### src/rtl/skid_buffer.sv
// skid_buffer: two-entry elastic pipeline stage with a valid/ready handshake.
// in_ready, out_valid and out_data all come straight from flops, so no
// combinational path runs from out_ready back to in_ready.
// Optional build macro SKID_BUF_STALL_CNT_EN adds a saturating 16-bit
// consumer-stall counter on port stall_cnt.
//
//   state | meaning
//   ------+------------------------------------------------------------
//   EMPTY | no word held, out_valid=0
//   BUSY  | main register holds one word, in_ready=1
//   FULL  | main and skid registers both hold a word, in_ready=0
module skid_buffer #(
  parameter int WIDTH = 1
) (
  input  logic             clk,
  input  logic             r_n,
  input  logic             in_valid,
  output logic             in_ready,
  input  logic [WIDTH-1:0] in_data,
  output logic             out_valid,
  input  logic             out_ready,
  output logic [WIDTH-1:0] out_data
`ifdef SKID_BUF_STALL_CNT_EN
  ,
  output logic [15:0]      stall_cnt
`endif
);

  typedef enum logic [1:0] {
    EMPTY = 2'd0,
    BUSY  = 2'd1,
    FULL  = 2'd2
  } state_e;

  state_e           state_q, state_d;
  logic             in_ready_q, in_ready_d;
  logic [WIDTH-1:0] data_q, data_d;
  logic [WIDTH-1:0] skid_q, skid_d;
  logic             in_xfer;

  // in_data is only looked at on an accepted transfer, so X on an idle bus
  // never reaches the registers.
  assign in_xfer   = in_valid & in_ready_q;
  assign in_ready  = in_ready_q;
  assign out_valid = (state_q != EMPTY);
  assign out_data  = data_q;

  // State, ready and data registers; reset discards any in-flight words.
  always_ff @(posedge clk or negedge r_n) begin
    if (!r_n) begin
      state_q    <= EMPTY;
      in_ready_q <= 1'b0;
      data_q     <= '0;
      skid_q     <= '0;
    end else begin
      state_q    <= state_d;
      in_ready_q <= in_ready_d;
      data_q     <= data_d;
      skid_q     <= skid_d;
    end
  end

  // Next-state and next-data logic; in_ready defaults high and drops only
  // when the stage is (or is about to be) FULL.
  always_comb begin
    state_d    = state_q;
    in_ready_d = 1'b1;
    data_d     = data_q;
    skid_d     = skid_q;
    case (state_q)
      EMPTY: begin
        if (in_xfer) begin
          state_d = BUSY;
          data_d  = in_data;
        end
      end
      BUSY: begin
        if (in_xfer && out_ready) begin
          data_d = in_data;
        end else if (in_xfer) begin
          state_d    = FULL;
          skid_d     = in_data;
          in_ready_d = 1'b0;
        end else if (out_ready) begin
          state_d = EMPTY;
        end
      end
      FULL: begin
        // in_ready_q is low here, so in_valid cannot be accepted.
        if (out_ready) begin
          state_d = BUSY;
          data_d  = skid_q;
        end else begin
          in_ready_d = 1'b0;
        end
      end
      default: begin
        state_d    = EMPTY;
        in_ready_d = 1'b0;
      end
    endcase
  end

`ifdef SKID_BUF_STALL_CNT_EN
  logic [15:0] stall_q;

  assign stall_cnt = stall_q;

  // Count cycles where a word is offered but not taken; stick at all-ones.
  always_ff @(posedge clk or negedge r_n) begin
    if (!r_n) begin
      stall_q <= 16'h0000;
    end else if (out_valid && !out_ready && (stall_q != 16'hFFFF)) begin
      stall_q <= stall_q + 16'd1;
    end
  end
`endif

`ifndef SYNTHESIS
  logic just_rel_q;

  // Marks the first cycle after reset release, when in_ready is still low.
  always_ff @(posedge clk or negedge r_n) begin
    if (!r_n) begin
      just_rel_q <= 1'b1;
    end else begin
      just_rel_q <= 1'b0;
    end
  end

  a_state_legal : assert property (@(posedge clk) disable iff (!r_n)
    state_q inside {EMPTY, BUSY, FULL});

  a_ready_low_only_full : assert property (@(posedge clk) disable iff (!r_n)
    !in_ready_q |-> ((state_q == FULL) || just_rel_q));
`endif

endmodule
### config.mk
export PLATFORM = sky130hd
export DESIGN_NAME = skid_buffer
export DESIGN_NICKNAME = d
export VERILOG_FILES = /design/src/rtl/skid_buffer.sv
export SDC_FILE = /design/constraint.sdc
export NUM_CORES = 1
export LEC_CHECK = 0
export ABC_AREA = 1
export CAP_MARGIN = 20
export CORE_AREA = 2 2 39 41
export CTS_CLUSTER_SIZE = 25
export DETAILED_ROUTE_END_ITERATION = 12
export DIE_AREA = 0 0 41 43
export REMOVE_ABC_BUFFERS = 1
export SLEW_MARGIN = 10
export SYNTH_ARGS = -nofsm -noshare
export SYNTH_HDL_FRONTEND = slang
export SYNTH_SLANG_ARGS = --single-unit
export TNS_END_PERCENT = 10
### constraint.sdc
create_clock -name clk -period 0.95 [get_ports clk]
set_clock_uncertainty 0.05 [all_clocks]
set_input_delay 0.285 -clock clk [delete_from_list [all_inputs] [get_ports clk]]
set_output_delay 0.285 -clock clk [all_outputs]
set_load 0.05 [all_outputs]
* Word level (Yosys, flattened, before mapping)
Index checks and enable logic that the tools add are counted.
** Operators by class
- Equality and inequality tests :: 7
- Multiplexer cells :: 14
- Bitwise gates (word level) :: 2
- Reduce and logical (&&, ||, !) cells :: 7
** Operators by type and width (number)
- 2-bit two-way mux :: 5
- 2-bit inequality test (second input constant) :: 4
- 4-bit AND reduction :: 2
- 1-bit two-way mux :: 6
- 1-bit case mux with 3 select lines :: 2
- 2-bit case mux with 3 select lines :: 1
- 3-bit inequality test (second input constant) :: 1
- 3-bit AND reduction :: 1
- 3-bit nonzero test :: 1
- 2-bit by 1-bit equality test with 1-bit output (second input constant) :: 1
- 2-bit equality test (second input constant) :: 1
- 2-bit zero test :: 1
- 2-bit nonzero test :: 1
- 1-bit AND :: 1
- 1-bit logical AND :: 1
- 1-bit inverter :: 1
** Storage, ports and cells
- Register bits :: 5
- Input port bits :: 5
- Output and inout port bits :: 3
- Word-level logic and storage cells :: 34

* Longest topological paths before layout
Gate-level depths: netlist of the first run.
- Depth in word-level cells :: 4
- Depth in mapped cells :: 6
- Depth with buffers taken out :: 6

* Worst setup path before layout of the first run
OpenSTA, ideal clock, no wires.
- Path kind :: register to register
- From :: register in_ready_q, in the netlist in_ready
- To :: register data_q, in the netlist out_data
- Setup time :: 0.119 ns
- Data arrival time :: 1.009 ns
- Required time :: 0.781 ns
- Setup slack :: -0.228 ns
- Stages on the path, launching flop included :: 6
- Path buffers :: 0
- Period minus slack after synthesis :: 1.178 ns
- Path through :: dfrtp_1 -> nand3_1 -> nand2_1 -> nand2_1 -> nand2_1 -> nand2_1
** Between the ends
- Longest elaborated chain between the ends :: 4
- Elaborated cells between the ends (all ways) :: 5
- Those cells by class :: eq/ne (2); bitwise (1); reduce/logical (2)
** RTL lines
- start: declaration :: line 36 : logic in_ready_q, in_ready_d;
- start signal: assignment :: line 57 : in_ready_q <= in_ready_d;
- 1-bit AND (*) :: line 43 : assign in_xfer = in_valid & in_ready_q;
- 1-bit logical AND :: line 78 : if (in_xfer && out_ready) begin
- 2-bit inequality test (no source line)
- 4-bit AND reduction (no source line) (*)
- end signal: assignment :: line 58 : data_q <= data_d;
- end: declaration :: line 37 : logic [WIDTH-1:0] data_q, data_d;
Mark *: on every way between the ends. The rest lies on a longest branch, timed or not.
A chain may end at the register's enable or synchronous reset.

* Worst setup path after layout of the first run
- From :: register state_q[0]
- To :: output port out_valid
** Between the ends
- Longest elaborated chain between the ends :: 1
** RTL lines
- start: declaration :: line 35 : state_e state_q, state_d;
- start signal: assignment :: line 56 : state_q <= state_d;
- 2-bit nonzero test :: line 45 : assign out_valid = (state_q != EMPTY);
- end: declaration :: line 20 : output logic out_valid,
Every way passes these cells.

==> out/metrics.yaml, run 1 <==
outcome: "complete, but fails checks"
violations: "setup timing"
io_buffers: 7
rsz0062_at_grt: "yes"
reg2regPathDepth: 8
synth.most_common_cell: "nand2_1"
syn_to_final_growth_pct: 97.0
rrSetupSlack_ps: -180
cts.clk_slew.worst_paths_ps: 40
htreeDepth: 1
die_area_sq_um: 1760
antenna_left: 0
num_vias: 268
setup.worst_path.end: "out_valid"
drive_above_1_share_pct: 46.3
setup-violations-final: 8
timing.hold.ws_ps: 212
die_w_um: 41
hold_violations: 0
crit_arrival_ps: 910
pin_count: 8
max_slew_margin_pct: 85.8
synth_cells: 34
drt-initial-drc-count: 4
worst_slack_ps: -296
via_per_inst: 3.83
synth_top_cell_by_area: "dfrtp_1"
hold_class: "in -> async"
grt.total_usage_pct: 8.30
wl_um: 584
rr_startpoint: "state_q[0]$_DFFE_PN0P_"
synthArstFlopShare_pct: 100
worst_pin_slew_ps: 212
min_period_over_period_pct: 131
syn_area_per_cell_sq_um: 7.47
dp_hpwl_um: 417
yosysSeqAreaShare_pct: 49.3
dr.pass1.iters: 2
ys.flop_type: "dfrtp_1"
cts.sinks: 5
start_kind: "flip-flop"
drv_slew: 0
yosys_warnings: 0
core_area_sq_um: 1380
p_per_area_nw_per_um2: 3730
root_buffer: "clkbuf_4"
power.leakage_nw: 0.261
ys_ff_latch: 5
antenna_found_initial: 0
startpoint: "state_q[0]$_DFFE_PN0P_"
cts_tree: "built"
synth.area.top_cells: "dfrtp_1, nand2_1, nand3_1"
dieHeight_um: 43
final_core_util_pct: 36.2
netlist_area_sq_um: 254
cts_buffer_depth: 2
rows: 14
nNetsFinal: 60
wire_per_inst_um: 8.34
remaining_drc_errors: 0
vdd_drop_max_mv: 1.02
grt_pass1_wl_um: 938
initial_utilization_pct: 18.4
grt_overflow_total: 0
drv_cap: 0
globalplace.congestion: 0.641
r2r-end: "out_data$_DFFE_PN0P_"
max_freq_mhz: 803
grt_pass1_vias: 254
period_minus_slack_ps: 1250
cts_buffers: 3
crit_fanout: 2
clock_latency_ps: 240
cp.required_ps: 610
critical_path_class: "reg -> out"
grt_start_max_net_pins: 6
yosysTopAreaCellShare_pct: 49.3
synth_edf_count: 0
antenna_cells: 0
ys_types: 10
yosys-top-cells-count: "nand2_1, dfrtp_1, inv_1, nand3_1"
endpoint_kind: "output pin"
hold_buffers: 0
## flip-flops by register name, summed over array words and instances, names as in the netlist
name,flops
in_ready,1
out_data,1
skid_q,1
state_q,2
## where the power goes
part,switching (mW),total (mW),internal [mW]
clock,0.0791,0.237,0.158
sequential,0.0819,0.393,0.311
combinational,0.616,1.24,0.621
total,0.777,1.87,1.09
## worst min path at each step
stage                        from              endpoint  slack, ps  cells after the start
3_3_place_gp   skid_q$_DFFE_PN0P_    skid_q$_DFFE_PN0P_        450                      2
3_5_place_dp   skid_q$_DFFE_PN0P_    skid_q$_DFFE_PN0P_        450                      2
4_1_cts                       r_n  out_data$_DFFE_PN0P_        210                      1
5_1_grt                       r_n  out_data$_DFFE_PN0P_        220                      1
6_report                      r_n    skid_q$_DFFE_PN0P_        210                      1
2_1_floorplan                 r_n    in_ready$_DFF_PN0_        -60                      0
## per-layer routing
layer | GRT usage (%) | part of all wire (%) | vias to the layer above
li1 | - | - | 143
met1 | 11.2 | 41 | 121
met2 | 9.38 | 55 | 4
met3 | 1.57 | 3.4 | 0
met4 | 10.0 | 0 | 0
met5 | 0 | 0 | -
## logic make-up after synthesis
family	count (synthesis)	share of synthesized area, %
simple gates	19	34.0
buf+inv	6	8.87
flops	5	49.3
compound gates	4	7.88
## layout make-up
type	instances	area [sq um]
sequential	5	125
timing repair buffer	16	169
fill	148	883
tap	16	20.0
clock buffer	4	26.3
multi-input combinational	23	138
inverter	6	22.5
## critical path, stage by stage (launching register included)
cell,delay (ps)
dfrtp_1,380
inv_2,90
nand2_4,60
buf_12,140
## per-stage QoR
stage	power [mW]	setup TNS [ps]	setup WS (ps)	area (sq um)	instances
floorplan	0.865	-916	-228	254	34
global placement	1.34	-1790	-389	404	61
detailed placement	1.35	-1820	-390	404	61
CTS	1.76	-1060	-296	470	69
global route	1.98	-1490	-324	500	70
finish	1.87	-1180	-296	500	70
## repair_timing
| action | 4_1_cts | 5_1_grt |
|---|---|---|
| pin swaps | 1 | 2 |
| setup endpoints to repair | 8 | 8 |
| setup buffers | 4 | 1 |
| resized for setup | 7 | 5 |
## cells in the final DEF, fill, tap and decap left out
master	n
nand2_4	3
dlygate4sd2_1	2
nand2_1	9
clkbuf_1	1
a21oi_2	1
nand3_2	1
nand2_2	1
a21oi_1	1
nor2_4	1
clkdlybuf4s50_1	2
clkbuf_4	3
buf_6	1
nor2_1	1
dfrtp_1	5
nand3_1	3
o21ai_1	2
inv_2	3
buf_4	8
buf_12	3
inv_1	3
Note: power is estimated with default switching activity, not from simulation.
==> inputs of run 2 (changes only) <==
--- a/config.mk
+++ b/config.mk
@@ -6,7 +6,6 @@
 export NUM_CORES = 1
 export LEC_CHECK = 0
 export ABC_AREA = 1
-export CAP_MARGIN = 20
 export CORE_AREA = 2 2 39 41
 export CTS_CLUSTER_SIZE = 25
 export DETAILED_ROUTE_END_ITERATION = 12
==> results of run 2 <==
The final DEF is identical to that of run 1; final timing and power are the same.
==> inputs of run 3 (changes only) <==
==> constraint.sdc (replaced) <==
create_clock -name clk -period 0.95 [get_ports clk]
set_clock_uncertainty 0.05 [all_clocks]
set_input_delay 0.19 -clock clk [delete_from_list [all_inputs] [get_ports clk]]
set_output_delay 0.19 -clock clk [all_outputs]
set_load 0.05 [all_outputs]
==> run 3 against run 2 <==
Net effect: the flow still finishes with violations (setup timing); core utilization fell by 3.3 points; die area did not move; final cell count fell by 4.3%; combinational power fell by 15%; via count fell by 5.2%; sequential power fell by 3%; sequential share of layout area rose by 2.5 points; wire length fell by 13%; critical path type unchanged.
==> out/metrics.yaml, run 3 (synthesized netlist as in run 1, its figures left out) <==
outcome: "complete, but fails checks"
violations: "setup timing"
grt_pass1_vias: 233
cts.clk_slew.worst_paths_ps: 40
pin_count: 8
cp.required_ps: 710
cts_buffer_depth: 2
max_freq_mhz: 866
clock_latency_ps: 240
grt_overflow_total: 0
die_area_sq_um: 1760
grt_start_max_net_pins: 6
drv_slew: 0
finalPower_mw: 1.67
mostFrequentLayoutCells: "nand2_1, dfrtp_1, buf_4, inv_1"
dr.pass1.iters: 4
setup-violations-final: 7
power.leakage_nw: 0.234
grt_pass1_wl_um: 800
largest_register: "state_q"
worst_slack_ps: -205
cts_tree: "built"
antenna_left: 0
grt.total_usage_pct: 7.39
swShare_pct: 41.2
worst_pin_slew_ps: 211
drive_above_1_share_pct: 35.3
initial_utilization_pct: 18.4
reg2regPathDepth: 7
hold_class: "in -> async"
min_period_over_period_pct: 122
period_minus_slack_ps: 1160
p_int_mw: 0.981
power_frac_clock_pct: 14.1
rsz0062_at_grt: "yes"
timing.hold.ws_ps: 117
switchingPower_mw: 0.689
syn_to_final_growth_pct: 79.3
antenna_found_initial: 0
p_per_area_nw_per_um2: 3660
endpoint_kind: "output pin"
nNetsFinal: 57
final_common_cell: "nand2_1"
num_vias: 254
globalplace.congestion: 0.688
dieHeight_um: 43
drv_cap: 0
crit_arrival_ps: 920
hold_buffers: 0
antenna_cells: 0
remaining_drc_errors: 0
comb_power_share_pct: 63.0
wire_per_inst_um: 7.63
core_area_sq_um: 1380
critical_path_class: "reg -> out"
rrSetupSlack_ps: -90
die_w_um: 41
cts.sinks: 5
io_buffers: 7
via_per_inst: 3.79
hold_violations: 0
start_kind: "flip-flop"
drt-initial-drc-count: 1
vdd_drop_max_mv: 1.06
max_slew_margin_pct: 85.9
htreeDepth: 1
root_buffer: "clkbuf_4"
crit_fanout: 2
largest_register_ffs: 2
wl_um: 511
cts_buffers: 3
p_seq_share_pct: 22.9
rows: 14
tns_ps: -696
[run 3: what timing repair did]
action	CTS	global route
endpoints found under the setup margin	6	8
resized for setup	4	0
pin swaps	0	1
setup buffers	4	0
[run 3: power by group through the flow]
| stage | clock network, mW | registers [mW] | logic (mW) |
|---|---|---|---|
| after floorplan | 0 | 0.511 | 0.354 |
| after global placement | 0 | 0.390 | 0.911 |
| after detailed placement | 0 | 0.393 | 0.919 |
| after CTS | 0.249 | 0.382 | 1.06 |
| after global routing | 0.261 | 0.389 | 1.13 |
| final | 0.236 | 0.382 | 1.05 |
[run 3: final timing paths]
check | endpoint | start
setup / recovery | out_valid | state_q[1]$_DFFE_PN0P_
hold / removal | out_data$_DFFE_PN0P_ | r_n
setup reg to reg | out_data$_DFFE_PN0P_ | state_q[1]$_DFFE_PN0P_
hold reg to reg | skid_q$_DFFE_PN0P_ | skid_q$_DFFE_PN0P_
max in group asynchronous | state_q[0]$_DFFE_PN0P_ | r_n
min in group clk | skid_q$_DFFE_PN0P_ | out_ready
[run 3: critical path: stages (launching register included)]
cell	delay, ps
dfrtp_1	390
inv_2	70
nand2_2	70
buf_12	150
[run 3: cell type report]
cell class / count / area, sq um
clock buffer: 4 / 26.3
fill: 152 / 928
inverter: 6 / 22.5
multi-input combinational: 23 / 114
sequential: 5 / 125
tap: 16 / 20.0
timing repair buffer: 13 / 148
[run 3: layer usage]
layer  vias up  global-route usage (%)  wire length, um
met5         -                       0                0
met2         6                    10.0              268
met4         0                    10.0                0
met3         0                    1.57               24
li1        138                       -                -
met1       110                    7.59              218
[run 3: stage by stage]
step | worst slack [ps] | instances | area [sq um] | util (%)
2_1_floorplan | -228 | 34 | 254 | -
3_3_place_gp | -285 | 59 | 389 | 28.1
3_5_place_dp | -309 | 59 | 389 | 28.1
6_report | -205 | 67 | 455 | 32.9
5_1_grt | -234 | 67 | 455 | 32.9
4_1_cts | -202 | 67 | 455 | 32.9
